**config.mk**
```make
export PLATFORM = sky130hd
export DESIGN_NAME = bank_sram_ctrl
export DESIGN_NICKNAME = d
export VERILOG_FILES = /design/src/rtl/bank_sram_ctrl.sv
export SDC_FILE = /design/constraint.sdc
export NUM_CORES = 1
export LEC_CHECK = 0
export BUFFER_PORTS_ARGS = -buffer_cell sky130_fd_sc_hd__buf_2
export CORE_AREA = 2 2 279 281
export DETAILED_ROUTE_END_ITERATION = 8
export DIE_AREA = 0 0 281 283
export HOLD_SLACK_MARGIN = 0.15
export PLACE_DENSITY = 0.41
export SLEW_MARGIN = 15
export SYNTH_ARGS = -nofsm -noshare
export SYNTH_HDL_FRONTEND = slang
export SYNTH_SLANG_ARGS = --single-unit
```
**constraint.sdc**
```tcl
create_clock -name clk_i -period 8.6 [get_ports clk_i]
set_clock_uncertainty 0.2 [all_clocks]
set_input_delay 2.58 -clock clk_i [delete_from_list [all_inputs] [get_ports clk_i]]
set_output_delay 2.58 -clock clk_i [all_outputs]
set_load 0.01 [all_outputs]
```
**src/rtl/bank_sram_ctrl.sv**
```systemverilog
// Bank SRAM controller: takes one issued instruction at a time from the issue queue,
// runs the selected data-SRAM access and returns read data, completions or evicted lines.
module bank_sram_ctrl #(
  parameter int DATA_WIDTH = 128
) (
  input  logic                  clk_i,
  input  logic                  rst_i,
  input  logic                  iq_sc_valid_i,
  output logic                  iq_sc_ready_o,
  input  logic [1:0]            iq_sc_channel_id_i,
  input  logic [2:0]            iq_sc_opcode_i,
  input  logic [6:0]            iq_sc_set_way_offset_i,
  input  logic [7:0]            iq_sc_wbuffer_id_i,
  input  logic [2:0]            iq_sc_xbar_rob_num_i,
  input  logic [1:0]            iq_sc_cacheline_state_offset0_i,
  input  logic [1:0]            iq_sc_cacheline_state_offset1_i,
  output logic                  sram_cen_o,
  output logic                  sram_wen_o,
  output logic [6:0]            sram_addr_o,
  output logic [DATA_WIDTH-1:0] sram_wdata_o,
  input  logic [DATA_WIDTH-1:0] sram_rdata_i,
  output logic                  wbuf_ren_o,
  output logic [7:0]            wbuf_rid_o,
  input  logic [DATA_WIDTH-1:0] wbuf_rdata_i,
  output logic                  rsp_valid_o,
  output logic [1:0]            rsp_ch_id_o,
  output logic [2:0]            rsp_rob_num_o,
  output logic                  rsp_is_write_o,
  output logic [DATA_WIDTH-1:0] rsp_data_o,
  output logic                  sc_biu_wvalid_o,
  input  logic                  sc_biu_wready_i,
  output logic [6:0]            sc_biu_waddr_o,
  output logic [1:0]            sc_biu_wstrb_o,
  output logic [DATA_WIDTH-1:0] sc_biu_wdata_o,
  output logic [1:0]            fsm_state_o
);

  // Handshake: an instruction transfers on a cycle where iq_sc_valid_i and iq_sc_ready_o
  // are both high; the issuer holds valid and payload stable until then. The BIU
  // write-back transfers when sc_biu_wvalid_o and sc_biu_wready_i are both high, with the
  // payload held stable while waiting. Responses have no backpressure.

  typedef enum logic [1:0] {
    IDLE    = 2'd0,
    BUF_RD  = 2'd1,
    SRAM_RD = 2'd2,
    WB_SEND = 2'd3
  } state_e;

  localparam logic [1:0] OP_WRITE = 2'd0;
  localparam logic [1:0] OP_READ  = 2'd1;
  localparam logic [1:0] OP_LFILL = 2'd2;
  localparam logic [1:0] OP_WB    = 2'd3;

  state_e                  state_q, state_d;
  logic [1:0]              ch_q;
  logic [2:0]              rob_q;
  logic [1:0]              op_q;
  logic [6:0]              addr_q;
  logic [1:0]              strb_q;
  logic [DATA_WIDTH-1:0]   wb_data_q;
  logic                    accept;
  logic                    unused_opcode_bit;

  assign unused_opcode_bit = iq_sc_opcode_i[2];
  assign accept            = iq_sc_valid_i && (state_q == IDLE);

  always_ff @(posedge clk_i or posedge rst_i) begin
    if (rst_i) begin
      state_q <= IDLE;
    end else begin
      state_q <= state_d;
    end
  end

  // Writes and linefills (opcode bit 0 clear) both start with a buffer read.
  always_comb begin
    state_d = state_q;
    case (state_q)
      IDLE:    if (accept) state_d = iq_sc_opcode_i[0] ? SRAM_RD : BUF_RD;
      BUF_RD:  state_d = IDLE;
      SRAM_RD: state_d = (op_q == OP_WB) ? WB_SEND : IDLE;
      WB_SEND: if (sc_biu_wready_i) state_d = IDLE;
      default: state_d = IDLE;
    endcase
  end

  always_ff @(posedge clk_i or posedge rst_i) begin
    if (rst_i) begin
      ch_q      <= '0;
      rob_q     <= '0;
      op_q      <= '0;
      addr_q    <= '0;
      strb_q    <= '0;
      wb_data_q <= '0;
    end else begin
      if (accept) begin
        ch_q   <= iq_sc_channel_id_i;
        rob_q  <= iq_sc_xbar_rob_num_i;
        op_q   <= iq_sc_opcode_i[1:0];
        addr_q <= iq_sc_set_way_offset_i;
        strb_q <= {iq_sc_cacheline_state_offset1_i == 2'b11,
                   iq_sc_cacheline_state_offset0_i == 2'b11};
      end
      if ((state_q == SRAM_RD) && (op_q == OP_WB)) begin
        wb_data_q <= sram_rdata_i;
      end
    end
  end

  always_comb begin
    iq_sc_ready_o   = (state_q == IDLE);
    sram_cen_o      = 1'b0;
    sram_wen_o      = 1'b0;
    sram_addr_o     = addr_q;
    sram_wdata_o    = '0;
    wbuf_ren_o      = 1'b0;
    wbuf_rid_o      = '0;
    rsp_valid_o     = 1'b0;
    rsp_is_write_o  = 1'b0;
    rsp_data_o      = '0;
    sc_biu_wvalid_o = 1'b0;
    case (state_q)
      IDLE: begin
        if (accept) begin
          if (iq_sc_opcode_i[0]) begin
            sram_cen_o  = 1'b1;
            sram_addr_o = iq_sc_set_way_offset_i;
          end else begin
            wbuf_ren_o = 1'b1;
            wbuf_rid_o = iq_sc_wbuffer_id_i;
          end
        end
      end
      BUF_RD: begin
        sram_cen_o     = 1'b1;
        sram_wen_o     = 1'b1;
        sram_wdata_o   = wbuf_rdata_i;
        rsp_valid_o    = 1'b1;
        rsp_is_write_o = (op_q == OP_WRITE);
        rsp_data_o     = (op_q == OP_LFILL) ? wbuf_rdata_i : '0;
      end
      SRAM_RD: begin
        if (op_q == OP_READ) begin
          rsp_valid_o = 1'b1;
          rsp_data_o  = sram_rdata_i;
        end
      end
      WB_SEND: sc_biu_wvalid_o = 1'b1;
      default: ;
    endcase
  end

  assign rsp_ch_id_o    = ch_q;
  assign rsp_rob_num_o  = rob_q;
  assign sc_biu_waddr_o = addr_q;
  assign sc_biu_wstrb_o = strb_q;
  assign sc_biu_wdata_o = wb_data_q;
  assign fsm_state_o    = state_q;

endmodule

```
After elaboration in Yosys (flattened, before gate mapping) --
Cells that the tools add are included.
Storage, ports and cells: logic and storage cells 48, output and inout bits 422, flip-flop bits (word level) 146
Operators by class: reduce and logical (&&, ||, !) cells 5, equality and inequality tests 10, multiplexer cells 26
Operator list (number):
- $mux W128 | 3
- $pmux W128 S2 | 1
- $mux W8 | 3
- $mux W7 | 3
- $eq A2 B2 Y1 const B | 6
- $mux W1 | 9
- $mux W2 | 4
- $pmux W2 S4 | 1
- $eq A2 B1 Y1 const B | 2
- $logic_not A2 Y1 | 2
- $pmux W1 S2 | 2
- $logic_and A1 B1 Y1 | 2
- $ne A2 B1 Y1 const B | 1
- $ne A2 B2 Y1 const B | 1
- $reduce_and A2 Y1 | 1

Longest topological paths before layout --
depth in word-level cells 4, depth in mapped cells 7, gate-level depth less buffers 5

Least setup slack after synthesis --
Ideal clock, no wire load.
path kind in2out, from in iq_sc_valid_i, to out wbuf_rid_o[0], stages 3, data required time 5.820 ns, setup slack 2.521 ns, arrival 3.299 ns, path buffers 0, cells stage by stage nand2_2 nor2_1 and2_1
Between the ends: longest elaborated chain between the ends 3
Ends and longest elaborated chain:
- start, declared | line 8 | input logic iq_sc_valid_i,
- $logic_and A1 B1 Y1 | line 66 | assign accept = iq_sc_valid_i && (state_q == IDLE);
- $mux W8 | line 125 | if (accept) begin
- $mux W8 | line 123 | case (state_q)
- end, declared | line 23 | output logic [7:0] wbuf_rid_o,
Every way passes these cells.

Worst setup path in the final report --
Same ends and word-level chain as after synthesis.

==> impl_metrics.tcl <==
set metrics [dict create \
    rows 102 \
    grt_setup_unrepaired "no" \
    cts_sinks 146 \
    final_core_util_pct 18.64 \
    cpMostUsedCell "buf_2" \
    via_per_inst 3.481 \
    ys_warn_count 0 \
    crit_path_cell_trace "buf_2, nand2_2, nor2_1, and2_1, buf_2" \
    postCtsSetupBuffers 0 \
    hold-worst-slack_ps 280.8 \
    cts_resized 0 \
    htreeDepth 4 \
    drv_cap 0 \
    cts_max_path_buffers 2 \
    slew_headroom_pct 31.13 \
    crit_arrival_ps 4350 \
    worst_setup_path_end_kind "output pin" \
    p_leak_nw 7.281 \
    p_per_area_nw_per_um2 328.2 \
    crit_type "input port to output pin" \
    final_common_cell "buf_2" \
    num_vias 9197 \
    drtAntennaViolNets 0 \
    ios 709 \
    grt_pass1_vias 9421 \
    clock.fmax_ghz 0.1402 \
    avgRoutedWirePerCell_um 16.65 \
    place_hpwl_um 34810 \
    root_buffer "clkbuf_16" \
    drcViolationCount 0 \
    period_share_pct 82.96 \
    first_pass_iters 4 \
    drive_gt1_share_pct 56.79 \
    startpoint "iq_sc_valid_i" \
    yosysSeqAreaShare_pct 40.23 \
    syn_area_per_cell_um2 9.894 \
    die_x_um 281 \
    port_buffers 707 \
    final_nets 1876 \
    clk_pin_slew_worst_paths_ps 80 \
    synth_fp_nets 1210 \
    synth_area_um2 9082 \
    cts_tree "yes" \
    setup_viol 0 \
    worst_pin_slew_ps 1029 \
    insertion_delay_ps 460 \
    grt_overflow_total 0 \
    synthCells 918 \
    cts_buffers 17 \
    route.met2.wl_um 22490 \
    hp-class "register to register" \
    wl_met3_um 3159 \
    cp-start-kind "input port" \
    die-area_um2 79520 \
    finalHoldViolations 0 \
    holdCritStartpoint "sc_biu_wstrb_o[0]$_DFFE_PP0N_" \
    gp_congestion 0.9626 \
    core_um2 76700 \
    cts_hold_buf 0 \
    period_minus_slack_ps 7135 \
    synth_cell_type_count 25 \
    grt_usage_pct 10.74 \
    top_layer "met5" \
    antenna_found_initial 5 \
    synth-seq-cells 146 \
    required_ps 5820 \
    ir_worst_vdd_mv 0.1002 \
    initial_core_util_pct 11.84 \
    grt_pass1_wl_um 62580 \
    cpPeakStageDelay_ps 900 \
    slew_viol_final 0 \
    status "finished, final reports clean" \
    wl_met1_um 17400 \
    drtIter0Drc 296 \
    fin_tns_setup_ps 0 \
    reg2reg_from "fsm_state_o[0]$_DFFE_PP0P_" \
    cp_max_fo 18 \
    syn_to_final_growth_pct 57.40 \
    wirelength_um 44000 \
    final_cell_mix "buf_2, nand2_1, dfrtp_1" \
    slowest_stage "nor2_1" \
    die_y_um 283 \
    grt_max_degree 77 \
]
## cell type report
cell class | count | area [um2]
timing repair buffer | 718 | 3646
multi-input combinational | 696 | 5064
clock inverter | 15 | 170.2
fill | 8699 | 62400
inverter | 5 | 23.77
tap | 1040 | 1301
clock buffer | 17 | 425.4
sequential | 146 | 3654
antenna | 5 | 12.51
## power by group
group	internal, mW	total (mW)	switching (mW)	leakage (nW)
clock network	0.436	0.792	0.356	0.293
logic	1.26	2.66	1.40	5.28
registers	1.04	1.25	0.203	1.71
## synthesized netlist by cell type
cell      number  share of area, %
nand2_1      261                11
dfrtp_1      146                40
and2_1       136               9.4
a21boi_1     112               9.3
mux2_4       100                17
mux2_2        50               6.2
buf_2         28               1.5
clkbuf_1      28               1.2
a21boi_0      16               1.3
buf_6         10               1.2
buf_4          5              0.41
ha_1           5              0.69
inv_1          5              0.21
o21ai_0        3              0.17
nand3_1        2              0.11
nor2_1         2             0.083
a21oi_1        1             0.055
and3b_1        1             0.096
mux2i_1        1              0.11
nand2_2        1             0.069
nand2b_1       1             0.069
nor2b_1        1             0.069
nor3b_1        1             0.083
o21a_1         1             0.083
o22ai_1        1             0.069
## worst paths after layout
check	endpoint	slack [ps]	depth (start not counted)
worst max-delay path	wbuf_rid_o[0]	1470	5
worst min-delay path	sc_biu_wstrb_o[0]$_DFFE_PP0N_	280	2
worst max register to register	sc_biu_wdata_o[48]$_DFFE_PP0P_	5440	6
worst min register to register	sc_biu_wstrb_o[0]$_DFFE_PP0N_	280	2
max in group asynchronous	sc_biu_waddr_o[0]$_DFFE_PP0N_	5140	3
min in group asynchronous	sc_biu_wdata_o[60]$_DFFE_PP0P_	1980	2
## worst max-delay path, delay by kind of cell
family	cells	cell delay, ps
simple gates	3	1480
buf+inv	2	280
## routing by layer
layer	track usage, %	vias up
met5	0	-
met4	3.944	4
met3	3.546	44
met2	18.97	370
met1	11.86	4422
li1	-	4357
## stage by stage
stage               cells  cell area (um2)  worst slack [ps]  total power [mW]
finish               2642            14300              1465             4.692
global route         2640            14290              1420             5.022
global placement     2605            13690              1586             3.947
detailed placement   2605            13690              1564             3.957
floorplan             918             9082              1897             2.834
CTS                  2637            14280              1561             4.804
## logic make-up after synthesis
group | Yosys count | synth area share, %
simple gates | 406 | 20.73
buf+inv | 76 | 4.560
mux | 151 | 22.84
flops | 146 | 40.23
fa+ha+maj | 5 | 0.6888
compound gates | 134 | 10.95
## state kept, by name (all words and copies together) (netlist names)
signal,cells
sc_biu_wstrb_o,2
rsp_rob_num_o,3
op_q,2
sc_biu_waddr_o,7
fsm_state_o,2
rsp_ch_id_o,2
sc_biu_wdata_o,128
Note: power is estimated with default switching activity, not from simulation.
